$ cat src/rtl/general_register_write_arbiter_pkg.sv
// Shared types and constants for the general-register write path.
// Register indices follow x86 encoding order; byte enables select lanes
// of a 32-bit register (lane 0 = AL/AX/EAX low byte, lane 1 = AH).
package general_register_pkg;

   localparam int DATA_W = 32;

   localparam logic [2:0] EAX = 3'd0;
   localparam logic [2:0] ECX = 3'd1;
   localparam logic [2:0] EDX = 3'd2;
   localparam logic [2:0] EBX = 3'd3;
   localparam logic [2:0] ESP = 3'd4;
   localparam logic [2:0] EBP = 3'd5;
   localparam logic [2:0] ESI = 3'd6;
   localparam logic [2:0] EDI = 3'd7;

   localparam logic [3:0] BE_LOW8  = 4'b0001;
   localparam logic [3:0] BE_HIGH8 = 4'b0010;
   localparam logic [3:0] BE_16    = 4'b0011;
   localparam logic [3:0] BE_32    = 4'b1111;

   typedef struct packed {
      logic [2:0]        index;
      logic [3:0]        byte_enable;
      logic [DATA_W-1:0] data;
      logic              illegal;
   } gr_write_t;

endpackage

$ cat src/rtl/general_register_write_arbiter_if.sv
// Bundle between the two writeback requesters, the arbiter and the register file.
// No latency of its own; slave = arbiter view, master = requester/register-file view.
// Backpressure: req_ready per requester, wr_ready from the register file.
interface general_register_write_arbiter_if #(
   parameter int DATA_WIDTH = 32
);
   logic [1:0]                 req_valid;
   logic [1:0]                 req_ready;
   logic [1:0]                 req_lock;
   logic [1:0][2:0]            req_reg;
   logic [1:0]                 req_w_is_present;
   logic [1:0]                 req_w;
   logic [1:0]                 req_bit_width_16;
   logic [1:0]                 req_bit_width_32;
   logic [1:0][DATA_WIDTH-1:0] req_data;
   logic                       wr_valid;
   logic                       wr_ready;
   logic [2:0]                 wr_index;
   logic [3:0]                 wr_byte_enable;
   logic [DATA_WIDTH-1:0]      wr_data;
   logic                       wr_source;
   logic                       width_error;

   modport slave (
      input  req_valid, req_lock, req_reg, req_w_is_present, req_w,
             req_bit_width_16, req_bit_width_32, req_data, wr_ready,
      output req_ready, wr_valid, wr_index, wr_byte_enable, wr_data,
             wr_source, width_error
   );

   modport master (
      output req_valid, req_lock, req_reg, req_w_is_present, req_w,
             req_bit_width_16, req_bit_width_32, req_data, wr_ready,
      input  req_ready, wr_valid, wr_index, wr_byte_enable, wr_data,
             wr_source, width_error
   );
endinterface

$ cat src/rtl/general_register_write_arbiter_format.sv
// Maps x86 reg field / w bit / operand width onto physical index, lanes, aligned data.
// Purely combinational, zero latency.
// No backpressure; illegal width combinations are flagged, not blocked.
module general_register_write_format
   import general_register_pkg::*;
(
   input  logic [2:0]        reg_i,
   input  logic              w_is_present_i,
   input  logic              w_i,
   input  logic              bit_width_16_i,
   input  logic              bit_width_32_i,
   input  logic [DATA_W-1:0] data_i,
   output gr_write_t         fmt_o
);

   // Byte ops address AL..BL in lane 0 and AH..BH in lane 1 of regs 0-3.
   always_comb begin
      fmt_o = '0;
      fmt_o.index = reg_i;
      if (w_is_present_i && !w_i) begin
         if (!reg_i[2]) begin
            fmt_o.byte_enable = BE_LOW8;
            fmt_o.data        = {24'd0, data_i[7:0]};
         end else begin
            fmt_o.index       = {1'b0, reg_i[1:0]};
            fmt_o.byte_enable = BE_HIGH8;
            fmt_o.data        = {16'd0, data_i[7:0], 8'd0};
         end
      end else if (bit_width_16_i && !bit_width_32_i) begin
         fmt_o.byte_enable = BE_16;
         fmt_o.data        = {16'd0, data_i[15:0]};
      end else if (bit_width_32_i && !bit_width_16_i) begin
         fmt_o.byte_enable = BE_32;
         fmt_o.data        = data_i;
      end else begin
         fmt_o.illegal = 1'b1;
      end
   end

endmodule

$ cat src/rtl/general_register_write_arbiter.sv
// Round-robin, lockable arbiter sharing the register-file write port between two writebacks.
// Latency: accept in cycle N -> wr_valid in N+1; full throughput of one write per cycle.
// Backpressure: req_ready only when the output register frees; held stable while wr_ready=0.
module general_register_write_arbiter
   import general_register_pkg::*;
#(
   parameter int DATA_WIDTH = 32
) (
   input  logic                             clock,
   input  logic                             reset_n,
   general_register_write_arbiter_if.slave  bus
);

   gr_write_t             fmt_w [2];
   gr_write_t             sel_w;
   logic                  gnt;
   logic                  gnt_any;
   logic                  free;
   logic                  accept;
   logic [1:0]            ready;

   logic                  wr_valid_q, wr_valid_d;
   logic [2:0]            wr_index_q, wr_index_d;
   logic [3:0]            wr_be_q, wr_be_d;
   logic [DATA_WIDTH-1:0] wr_data_q, wr_data_d;
   logic                  wr_source_q, wr_source_d;
   logic                  width_error_q, width_error_d;
   logic                  last_grant_q, last_grant_d;
   logic                  lock_vld_q, lock_vld_d;
   logic                  lock_owner_q, lock_owner_d;

   for (genvar i = 0; i < 2; i++) begin : g_fmt
      general_register_write_format u_fmt (
         .reg_i          (bus.req_reg[i]),
         .w_is_present_i (bus.req_w_is_present[i]),
         .w_i            (bus.req_w[i]),
         .bit_width_16_i (bus.req_bit_width_16[i]),
         .bit_width_32_i (bus.req_bit_width_32[i]),
         .data_i         (bus.req_data[i]),
         .fmt_o          (fmt_w[i])
      );
   end

   // Grant: a held lock pins the owner even while it idles; otherwise round-robin.
   always_comb begin
      gnt     = 1'b0;
      gnt_any = 1'b0;
      if (lock_vld_q) begin
         gnt     = lock_owner_q;
         gnt_any = 1'b1;
      end else begin
         case (bus.req_valid)
            2'b01:   begin gnt = 1'b0;          gnt_any = 1'b1; end
            2'b10:   begin gnt = 1'b1;          gnt_any = 1'b1; end
            2'b11:   begin gnt = ~last_grant_q; gnt_any = 1'b1; end
            default: begin gnt = 1'b0;          gnt_any = 1'b0; end
         endcase
      end
   end

   assign free     = ~wr_valid_q | bus.wr_ready;
   assign ready[0] = free & gnt_any & ~gnt;
   assign ready[1] = free & gnt_any & gnt;
   assign accept   = |(ready & bus.req_valid);
   assign sel_w    = fmt_w[gnt];

   // Next state: drain on handshake, load on legal accept, flag illegal widths.
   always_comb begin
      wr_valid_d    = wr_valid_q;
      wr_index_d    = wr_index_q;
      wr_be_d       = wr_be_q;
      wr_data_d     = wr_data_q;
      wr_source_d   = wr_source_q;
      width_error_d = 1'b0;
      last_grant_d  = last_grant_q;
      lock_vld_d    = lock_vld_q;
      lock_owner_d  = lock_owner_q;
      if (wr_valid_q && bus.wr_ready) begin
         wr_valid_d = 1'b0;
      end
      if (accept) begin
         last_grant_d = gnt;
         lock_vld_d   = bus.req_lock[gnt];
         lock_owner_d = gnt;
         if (sel_w.illegal) begin
            width_error_d = 1'b1;
         end else begin
            wr_valid_d  = 1'b1;
            wr_index_d  = sel_w.index;
            wr_be_d     = sel_w.byte_enable;
            wr_data_d   = sel_w.data;
            wr_source_d = gnt;
         end
      end
   end

   // State registers; reset drops any pending write and any held lock.
   always_ff @(posedge clock or negedge reset_n) begin
      if (!reset_n) begin
         wr_valid_q    <= 1'b0;
         wr_index_q    <= '0;
         wr_be_q       <= '0;
         wr_data_q     <= '0;
         wr_source_q   <= 1'b0;
         width_error_q <= 1'b0;
         last_grant_q  <= 1'b1;
         lock_vld_q    <= 1'b0;
         lock_owner_q  <= 1'b0;
      end else begin
         wr_valid_q    <= wr_valid_d;
         wr_index_q    <= wr_index_d;
         wr_be_q       <= wr_be_d;
         wr_data_q     <= wr_data_d;
         wr_source_q   <= wr_source_d;
         width_error_q <= width_error_d;
         last_grant_q  <= last_grant_d;
         lock_vld_q    <= lock_vld_d;
         lock_owner_q  <= lock_owner_d;
      end
   end

   assign bus.req_ready      = ready;
   assign bus.wr_valid       = wr_valid_q;
   assign bus.wr_index       = wr_index_q;
   assign bus.wr_byte_enable = wr_be_q;
   assign bus.wr_data        = wr_data_q;
   assign bus.wr_source      = wr_source_q;
   assign bus.width_error    = width_error_q;

endmodule

$ cat src/flat_wrapper.sv
// flat-port wrapper written by rule: the top's interface ports become plain ports
module general_register_write_arbiter_flat import general_register_pkg::*;
#(
   parameter int DATA_WIDTH = 32
)
  (clock, reset_n, bus_req_valid, bus_req_lock, bus_req_reg, bus_req_w_is_present, bus_req_w, bus_req_bit_width_16, bus_req_bit_width_32, bus_req_data, bus_wr_ready, bus_req_ready, bus_wr_valid, bus_wr_index, bus_wr_byte_enable, bus_wr_data, bus_wr_source, bus_width_error);
  general_register_write_arbiter_if #(.DATA_WIDTH(DATA_WIDTH)) bus_i ();
  input  logic clock;
  input  logic reset_n;
  input wire logic [$bits(bus_i.req_valid)-1:0] bus_req_valid;
  input wire logic [$bits(bus_i.req_lock)-1:0] bus_req_lock;
  input wire logic [$bits(bus_i.req_reg)-1:0] bus_req_reg;
  input wire logic [$bits(bus_i.req_w_is_present)-1:0] bus_req_w_is_present;
  input wire logic [$bits(bus_i.req_w)-1:0] bus_req_w;
  input wire logic [$bits(bus_i.req_bit_width_16)-1:0] bus_req_bit_width_16;
  input wire logic [$bits(bus_i.req_bit_width_32)-1:0] bus_req_bit_width_32;
  input wire logic [$bits(bus_i.req_data)-1:0] bus_req_data;
  input wire logic [$bits(bus_i.wr_ready)-1:0] bus_wr_ready;
  output wire logic [$bits(bus_i.req_ready)-1:0] bus_req_ready;
  output wire logic [$bits(bus_i.wr_valid)-1:0] bus_wr_valid;
  output wire logic [$bits(bus_i.wr_index)-1:0] bus_wr_index;
  output wire logic [$bits(bus_i.wr_byte_enable)-1:0] bus_wr_byte_enable;
  output wire logic [$bits(bus_i.wr_data)-1:0] bus_wr_data;
  output wire logic [$bits(bus_i.wr_source)-1:0] bus_wr_source;
  output wire logic [$bits(bus_i.width_error)-1:0] bus_width_error;
  assign bus_i.req_valid = bus_req_valid;
  assign bus_i.req_lock = bus_req_lock;
  assign bus_i.req_reg = bus_req_reg;
  assign bus_i.req_w_is_present = bus_req_w_is_present;
  assign bus_i.req_w = bus_req_w;
  assign bus_i.req_bit_width_16 = bus_req_bit_width_16;
  assign bus_i.req_bit_width_32 = bus_req_bit_width_32;
  assign bus_i.req_data = bus_req_data;
  assign bus_i.wr_ready = bus_wr_ready;
  assign bus_req_ready = bus_i.req_ready;
  assign bus_wr_valid = bus_i.wr_valid;
  assign bus_wr_index = bus_i.wr_index;
  assign bus_wr_byte_enable = bus_i.wr_byte_enable;
  assign bus_wr_data = bus_i.wr_data;
  assign bus_wr_source = bus_i.wr_source;
  assign bus_width_error = bus_i.width_error;
  general_register_write_arbiter #(.DATA_WIDTH(DATA_WIDTH)) u_core (.clock(clock), .reset_n(reset_n), .bus(bus_i));
endmodule
$ cat config.mk
export PLATFORM = sky130hd
export DESIGN_NAME = general_register_write_arbiter_flat
export DESIGN_NICKNAME = d
export VERILOG_FILES = /design/src/rtl/general_register_write_arbiter_pkg.sv /design/src/rtl/general_register_write_arbiter_if.sv /design/src/rtl/general_register_write_arbiter_format.sv /design/src/rtl/general_register_write_arbiter.sv /design/src/flat_wrapper.sv
export SDC_FILE = /design/constraint.sdc
export NUM_CORES = 1
export LEC_CHECK = 0
export CAP_MARGIN = 30
export CORE_UTILIZATION = 44
export CTS_BUF_LIST = sky130_fd_sc_hd__clkbuf_16
export CTS_CLUSTER_DIAMETER = 50
export DETAILED_ROUTE_END_ITERATION = 16
export GPL_TIMING_DRIVEN = 0
export PLACE_DENSITY_LB_ADDON = 0.05
export SKIP_CTS_REPAIR_TIMING = 1
export SYNTH_ARGS = -nofsm -noshare
export SYNTH_HDL_FRONTEND = slang
export SYNTH_SLANG_ARGS = --single-unit
$ cat constraint.sdc
create_clock -name clock -period 4.2 [get_ports clock]
set_clock_uncertainty 0.15 [all_clocks]
set_input_delay 0.63 -clock clock [delete_from_list [all_inputs] [get_ports clock]]
set_output_delay 0.63 -clock clock [all_outputs]
set_load 0.005 [all_outputs]
; ---- Word level (Yosys, flattened, before mapping)
; Cells that the tools add are included.
[classes]
magnitude_cmp = 2
eq_ne = 3
mux = 30
bitwise = 10
reduce_logical = 16
[ops]
columns = operator, n
row1 = 36-bit two-way mux, 6
row2 = 40-bit two-way mux, 3
row3 = 34-bit two-way mux, 2
row4 = 1-bit two-way mux, 16
row5 = 1-bit logical AND, 7
row6 = 1-bit zero test, 6
row7 = 3-bit two-way mux, 2
row8 = 2-bit == test (second input constant), 2
row9 = 1-bit inverter, 4
row10 = 1-bit bitwise AND, 3
row11 = 3-bit OR reduction, 1
row12 = 2-bit bitwise AND, 1
row13 = 2-bit by 1-bit == test with 1-bit output (second input constant), 1
row14 = 2-bit greater-or-equal comparator (second input constant), 1
row15 = 1-bit by 2-bit < comparator with 1-bit output (second input constant), 1
row16 = 1-bit inverter with 2-bit output, 1
row17 = 1-bit case mux with 2 select lines, 1
row18 = 2-bit AND reduction, 1
row19 = 2-bit OR reduction, 1
row20 = 1-bit bitwise OR, 1
[word_totals]
reg_bits = 45
inputBits = 85
out_inout_bits = 44
elab_cells = 70

; ---- Longest topological paths before layout
; Gate-level depths: netlist (run 1).
[depth]
depth_word = 10
mapped_depth = 7
mapped_depth_nobuf = 7

; ---- Modules after synthesis
; Synthesis (run 1) repeated with hierarchy kept, for this count alone.
[hier_totals]
cells_unflattened = 307
hier_area_um2 = 3170.5
[by_module_without_submodules]
columns = mod, n_inst, cells_per_inst, area_each_um2, seq_area_each_um2
row1 = general_register_write_arbiter, 1, 171, 2199.6, 1127.3
row2 = general_register_write_format, 2, 68, 485.5, 0.0

; ---- Worst setup path after synthesis (run 1)
; No wires, ideal clock.
[synth_timing]
path_kind = input to output
start = input port bus_req_valid[1]
end = output port bus_req_ready[1]
arrival_time_ns = 1.434
t_required_ns = 3.420
setup_slack_ns = 1.986
cell_stages = 4
n_path_buf = 1
cell_sequence = nor2b_2 > a22oi_2 > clkbuf_1 > nor2_1
[synth_between]
elab_chain_len = 6
elab_cells_between_ends = 10
classes_between = eq/ne (3) / mux (4) / bitwise (2) / reduce/logical (1)
[synth_rtl]
columns = element, line_no
row1 = start: declaration, flat_wrapper.sv:10  ; input wire logic [$bits(bus_i.req_valid)-1:0] bus_req_valid;
row2 = 2-bit by 1-bit == test with 1-bit output or 2-bit == test (tied branches), general_register_write_arbiter.sv:52  ; case (bus.req_valid)
row3 = 3-bit OR reduction (no source line), --
row4 = 1-bit two-way mux, general_register_write_arbiter.sv:52
row5 = 1-bit two-way mux, general_register_write_arbiter.sv:48  ; if (lock_vld_q) begin
row6 = 1-bit bitwise AND, general_register_write_arbiter.sv:63  ; assign ready[1] = free & gnt_any & gnt;
row7 = 1-bit bitwise AND (*), general_register_write_arbiter.sv:63
row8 = end: declaration, flat_wrapper.sv:19  ; output wire logic [$bits(bus_i.req_ready)-1:0] bus_req_ready;
; Every way passes the cells marked *; elsewhere a longest branch is shown, timed or not.

; ---- Final worst setup path (run 1)
[layout_timing]
start = input port bus_req_valid[1]
end = output port bus_req_ready[0]
[layout_between]
elab_chain_len = 6
elab_cells_between_ends = 11
classes_between = eq/ne (3) / mux (4) / bitwise (3) / reduce/logical (1)
[layout_rtl]
columns = element, line_no
row1 = 2-bit by 1-bit == test with 1-bit output or 2-bit == test (tied branches), general_register_write_arbiter.sv:52
row2 = 3-bit OR reduction (no source line), --
row3 = 1-bit two-way mux, general_register_write_arbiter.sv:52
row4 = 1-bit two-way mux, general_register_write_arbiter.sv:48
row5 = 1-bit bitwise AND, general_register_write_arbiter.sv:62  ; assign ready[0] = free & gnt_any & ~gnt;
row6 = 1-bit bitwise AND (*), general_register_write_arbiter.sv:62
; Marked as above.

==> results.sh, run 1 <==
export IMPL_status="finished, final reports clean"
export IMPL_clockRootBuffer="clkbuf_16"
export IMPL_synth_commonest_cells="dfrtp_1 (43), mux2_4 (38), a22o_1 (25)"
export IMPL_yosysTopAreaCellShare_pct=41.63
export IMPL_netSwitchingPower_mw=0.7125
export IMPL_synth_distinct_cells=35
export IMPL_grt_pass1_vias=2335
export IMPL_synth_xor_area_share_pct=0
export IMPL_drive_gt1_share_pct=18.13
export IMPL_synth_area_leaders="dfrtp_1 (42%), mux2_4 (22%), a22o_1 (8.5%), a221oi_1 (5.4%), nand2_1 (2.5%)"
export IMPL_largest_reg_flops=32
export IMPL_multi_input_area_sq_mm=0.001370
export IMPL_drt_first_pass_iters=4
export IMPL_slew_violations=0
export IMPL_ys_ff_latch=44
export IMPL_worstSetupPathType="primary input to output pin"
export IMPL_synth_edf_count=0
export IMPL_hold_viol_final=0
export IMPL_initial_core_util_pct=46.37
export IMPL_clock_sinks=44
export IMPL_p_per_area_mw_per_mm2=564.3
export IMPL_switching_share_pct=30.51
export IMPL_clk_path_buf_depth=2
export IMPL_antenna_found_initial=0
export IMPL_synthMuxAreaShare_pct=22.89
export IMPL_ir_drop_uv=322.0
export IMPL_viasPerCell=5.513
export IMPL_postSynthCellCount=216
export IMPL_routabilityCongestion=0.8965
export IMPL_die_h_um=78.65
export IMPL_clk_pin_slew_ns=0.06
export IMPL_ios=129
export IMPL_place_hpwl_um=5574
export IMPL_vias=2343
export IMPL_worstPathRequired_ns=3.42
export IMPL_dp_cells=417
export IMPL_grt_usage_pct=24.27
export IMPL_area_growth_pct=60.12
export IMPL_wl_per_cell_um=17.20
export IMPL_ys_flop_type="dfrtp_1"
export IMPL_relSlewSlack_pct=57.11
export IMPL_comb_power_share_pct=51.1
export IMPL_p_leak_nw=1.889
export IMPL_cp_max_fo=10
export IMPL_avgSynthCellArea_sq_um=11.97
export IMPL_synthAdderAreaFrac_pct=1.936
export IMPL_gr_total_overflow=0
export IMPL_drc=0
export IMPL_first_iter_violations=115
export IMPL_synth_nets=305
export IMPL_synthArstFlopShare_pct=100.0
export IMPL_n_antenna_cell=0
export IMPL_grt_max_degree=26
export IMPL_fin_tns_setup_ns=0
export IMPL_finalSetupViolCount=0
export IMPL_max_freq_mhz=285.4
export IMPL_regArea_sq_mm=0.001102
export IMPL_htreeDepth=2
export IMPL_arrival_ns=2.72
export IMPL_worstSkewPairLatency_ns=0.28
export IMPL_die_area_sq_mm=0.006186
export IMPL_yosysWarnings=0
export IMPL_synth_compound_area_share_pct=18.78
export IMPL_cts_tree="yes"
export IMPL_n_fill_cell=407
export IMPL_ant_nets=0
export IMPL_synth_most_common_cell="dfrtp_1"
export IMPL_min_period_ns=3.504
export IMPL_pwr_share_clk_pct=19.1
export IMPL_grt_pass1_wl_um=11700
export IMPL_synth_top_family_by_area="multiplexers"
export IMPL_die_w_um=78.65
export IMPL_seq_power_share_pct=29.8
export IMPL_p_int_mw=1.623
export IMPL_maxCapViolCount=0
export IMPL_netlist_area_sq_mm=0.002585
export IMPL_startpoint_type="primary input"
export IMPL_synth_top_cell_by_area="dfrtp_1"
export IMPL_core_sq_mm=0.005574
export IMPL_finalNonFillerCells=425
export IMPL_finalNetCount=441
export IMPL_reg2regPathDepth=7
export IMPL_hp_class="primary input to async pin"
export IMPL_rows=27
export IMPL_period_share_pct=83.43
export IMPL_crit_path_end_kind="output pin"
export IMPL_synthSimpleGateAreaFrac_pct=9.390
export IMPL_rsz0062_at_grt="no"
export IMPL_ys_seq_area_share_pct=42.64
export IMPL_cts_buffers=5
export IMPL_drt_wl_total_um=7308
export IMPL_worstMarginPinSlew_ns=0.6422
export IMPL_whs_ns=0.1488
export IMPL_port_buffers=128
-- cell type report --
cell class,count,area share [%]
multi-input cells,153,33.10
clock inverters,3,1.028
well taps,72,2.177
inverters,5,0.4534
repair buffers,129,31.32
plain buffers,14,2.267
flip-flops and latches,44,26.63
clock buffers,5,3.023
-- metrics by stage --
stage	area [sq um]	total power [mW]	utilization, %	worst slack, ns
finish	4139	2.336	74.25	0.6958
global route	4139	2.461	74.25	0.5732
CTS	4139	2.341	74.25	0.7261
detailed placement	3971	1.893	71.25	0.7330
global placement	3956	1.864	70.98	0.7270
floorplan	2585	1.331	-	1.986
-- path summary, 6_finish.rpt --
check / startpoint / end / slack, ns
max: bus_req_valid[1] / bus_req_ready[0] / 0.70
min: reset_n / u_core.bus.wr_data[21]$_DFFE_PN0P_ / 0.15
min in group clock: u_core.bus.wr_data[20]$_DFFE_PN0P_ / u_core.bus.wr_data[20]$_DFFE_PN0P_ / 0.36
max reg2reg: u_core.last_grant_q$_DFFE_PN1P_ / u_core.bus.wr_data[15]$_DFFE_PN0P_ / 1.95
max in group asynchronous: reset_n / u_core.last_grant_q$_DFFE_PN1P_ / 3.17
min reg2reg: u_core.bus.wr_data[20]$_DFFE_PN0P_ / u_core.bus.wr_data[20]$_DFFE_PN0P_ / 0.36
-- cells in the final DEF (no fill, tap or decap), types with 3 or more instances in the layout --
master | synthesis | routed
mux2_4 | 38 | 38
a22o_1 | 25 | 25
a21oi_1 | 5 | 5
clkbuf_1 | 4 | 4
ha_1 | 4 | 4
dfrtp_1 | 43 | 43
clkbuf_16 | 0 | 5
nand2_1 | 17 | 17
inv_1 | 5 | 5
nand2b_1 | 3 | 3
nor2_1 | 17 | 17
buf_6 | 4 | 4
nand3_1 | 6 | 6
buf_2 | 3 | 4
clkdlybuf4s50_1 | 0 | 127
a221oi_1 | 16 | 16
-- critical path: stages --
cell and delay, ns:
clkdlybuf4s50_1 0.57, nor2b_2 0.21, a22o_1 0.14, buf_4 0.19, clkbuf_1 0.44, nor2_1 0.07
clkdlybuf4s50_1 0.46
-- power by group through the flow --
stage                     sequential (mW)  combinational (mW)  clock, mW
after floorplan                     0.699               0.632          0
after global placement              0.692                1.17          0
after detailed placement            0.700                1.19          0
after CTS                           0.695                1.20      0.447
after global routing                0.713                1.28      0.467
final                               0.697                1.19      0.445
-- per-layer routing --
layer / wire length, um / part of all wire (%) / vias up / track usage, %
met5: 0 / 0 / - / 0
met3: 523 / 7.2 / 11 / 4.302
li1: - / - / 1089 / -
met2: 3423 / 47 / 111 / 39.91
met1: 3260 / 45 / 1132 / 32.72
met4: 100 / 1.4 / 0 / 6.481
-- kinds of logic (layout without fill, tap and decap cells) --
logic type | count (synthesis) | count (layout)
AO/OA/AOI/OAI | 58 | 58
adder cells (fa/ha/maj) | 4 | 4
buffers and inverters | 19 | 156
flip-flops | 44 | 44
multiplexers | 40 | 40
AND/OR/NAND/NOR | 51 | 51
Power figures use the tool's default switching activity.
==> run 2: changes to the inputs <==
CORE_UTILIZATION = 41   (was 44)
clock period = 3.5 ns   (was 4.2 ns; I/O delays follow)
==> run 2 against run 1 <==
Effect of this change: via count is 2.8% lower; total power is 19% higher; critical path depth stayed put; largest cell class unchanged; non-clock buffer count stayed put; wire length is 0.64% higher; cell area hardly changed; clock power is 19% higher; worst hold slack worse by 0.13 ns; sequential cell count stayed put; sequential share of layout area hardly changed; cell count is 0.71% higher.
==> results.sh, run 2 (synthesized netlist as in run 1, its figures left out) <==
export IMPL_area_growth_pct=60.26
export IMPL_crit_path_max_incr_delay_ns=0.57
export IMPL_drive_gt1_share_pct=18.41
export IMPL_ios=129
export IMPL_min_period_ns=3.310
export IMPL_slew_violations=0
export IMPL_largest_reg_flops=32
export IMPL_switching_share_pct=30.08
export IMPL_drc=0
export IMPL_clockRootBuffer="clkbuf_16"
export IMPL_p_leak_nw=1.887
export IMPL_final_cell_mix="clkdlybuf4s50_1 (127), dfrtp_1 (43), mux2_4 (38), a22o_1 (25)"
export IMPL_die_h_um=81.40
export IMPL_p_per_area_mw_per_mm2=672.2
export IMPL_core_sq_mm=0.005991
export IMPL_clk_path_buf_depth=2
export IMPL_pwr_share_clk_pct=19.1
export IMPL_hp_class="primary input to async pin"
export IMPL_die_w_um=81.40
export IMPL_rsz0062_at_grt="no"
export IMPL_drt_wl_total_um=7355
export IMPL_worstSkewPairLatency_ns=0.28
export IMPL_die_area_sq_mm=0.006626
export IMPL_initial_core_util_pct=43.15
export IMPL_grt_pass1_wl_um=11100
export IMPL_worstSetupPathType="primary input to output pin"
export IMPL_final_common_cell="clkdlybuf4s50_1"
export IMPL_gr_total_overflow=0
export IMPL_worstPathCellList="clkdlybuf4s50_1, nor2b_2, a22o_1, buf_4, clkbuf_1, nor2_1, clkdlybuf4s50_1"
export IMPL_cts_buffers=5
export IMPL_startpoint_type="primary input"
export IMPL_path_buf_inv=4
export IMPL_routabilityCongestion=0.7927
export IMPL_ir_drop_uv=382.7
export IMPL_place_hpwl_um=5557
export IMPL_hold_viol_final=0
export IMPL_worstReg2RegEnd="u_core.bus.wr_data[15]$_DFFE_PN0P_"
export IMPL_slowest_stage="clkdlybuf4s50_1"
export IMPL_worstPathRequired_ns=2.82
export IMPL_crit_family="buffers and inverters"
export IMPL_comb_power_share_pct=51.2
export IMPL_clk_pin_slew_ns=0.06
export IMPL_path_common_cell="clkdlybuf4s50_1"
export IMPL_crit_path_end_kind="output pin"
export IMPL_htreeDepth=2
export IMPL_cp_max_fo=10
export IMPL_reg2reg_slack_ns=1.32
export IMPL_fin_tns_setup_ns=0
export IMPL_r2r_start="u_core.last_grant_q$_DFFE_PN1P_"
export IMPL_arrival_ns=2.63
export IMPL_maxCapViolCount=0
export IMPL_max_freq_mhz=302.2
export IMPL_n_antenna_cell=0
export IMPL_finalNetCount=441
export IMPL_drt_first_pass_iters=4
export IMPL_dp_slack_ns=0.1794
export IMPL_finalSetupViolCount=0
export IMPL_port_buffers=128
export IMPL_vias=2278
export IMPL_grt_max_degree=29
export IMPL_clock_sinks=44
export IMPL_grt_pass1_vias=2250
export IMPL_ant_nets=0
export IMPL_period_share_pct=94.56
export IMPL_cts_tree="yes"
export IMPL_wl_per_cell_um=17.18
export IMPL_total_power_mw=2.785
export IMPL_rows=28
export IMPL_worstMarginPinSlew_ns=0.6754
export IMPL_whs_ns=0.01741
export IMPL_fin_ws_ns=0.1904
export IMPL_viasPerCell=5.322
export IMPL_first_iter_violations=122
export IMPL_relSlewSlack_pct=54.81
export IMPL_status="finished, final reports clean"
export IMPL_reg2regPathDepth=7
export IMPL_p_int_mw=1.947
export IMPL_netSwitchingPower_mw=0.8376
export IMPL_antenna_found_initial=0
export IMPL_grt_usage_pct=22.47
export IMPL_seq_power_share_pct=29.8
run 2: per-layer routing:
layer | GRT usage [%] | wire, um | share of wire (%)
met5 | 0 | 0 | 0
met2 | 39.17 | 3665 | 50
met4 | 7.679 | 73 | 0.99
met3 | 4.382 | 531 | 7.2
met1 | 27.41 | 3084 | 42
run 2: power by group through the flow:
stage | clock network (mW) | logic [mW] | registers (mW)
floorplan | 0 | 0.758 | 0.839
global placement | 0 | 1.41 | 0.827
detailed placement | 0 | 1.43 | 0.834
CTS | 0.542 | 1.44 | 0.830
global route | 0.565 | 1.53 | 0.853
finish | 0.531 | 1.43 | 0.829
run 2: worst reg2reg max path, delay by kind of cell, from the launching register on:
family | cells | cell delay [ns]
flip-flops | 1 | 0.54
AO/OA/AOI/OAI | 2 | 0.48
buffers and inverters | 2 | 0.45
AND/OR/NAND/NOR | 2 | 0.17
multiplexers | 1 | 0.27
run 2: how the worst max path moves through the flow:
stage	start	endpoint	depth (start not counted)
3_5_place_dp	bus_req_valid[1]	bus_req_ready[0]	7
2_1_floorplan	bus_req_valid[1]	u_core.bus.wr_byte_enable[1]$_DFFE_PN0P_	7
5_1_grt	bus_req_valid[1]	bus_req_ready[0]	7
4_1_cts	bus_req_valid[1]	bus_req_ready[0]	7
6_report	bus_req_valid[1]	bus_req_ready[0]	7
3_3_place_gp	bus_req_valid[1]	bus_req_ready[0]	7
run 2: stage by stage:
| step | cell area, sq um | instances | util, % |
|---|---|---|---|
| CTS | 4143 | 428 | 69.15 |
| detailed placement | 3975 | 420 | 66.35 |
| global placement | 3960 | 419 | 66.10 |
| global route | 4143 | 428 | 69.15 |
| finish | 4143 | 428 | 69.15 |
| floorplan | 2585 | 216 | - |
run 2: area by class of cell:
cell class | instances | area, sq um
repair buffers | 129 | 1296
inverters | 5 | 18.77
fillers | 463 | 1848
clock inverters | 3 | 42.54
plain buffers | 14 | 93.84
clock buffers | 5 | 125.1
well taps | 75 | 93.84
multi-input cells | 153 | 1370
flip-flops and latches | 44 | 1102
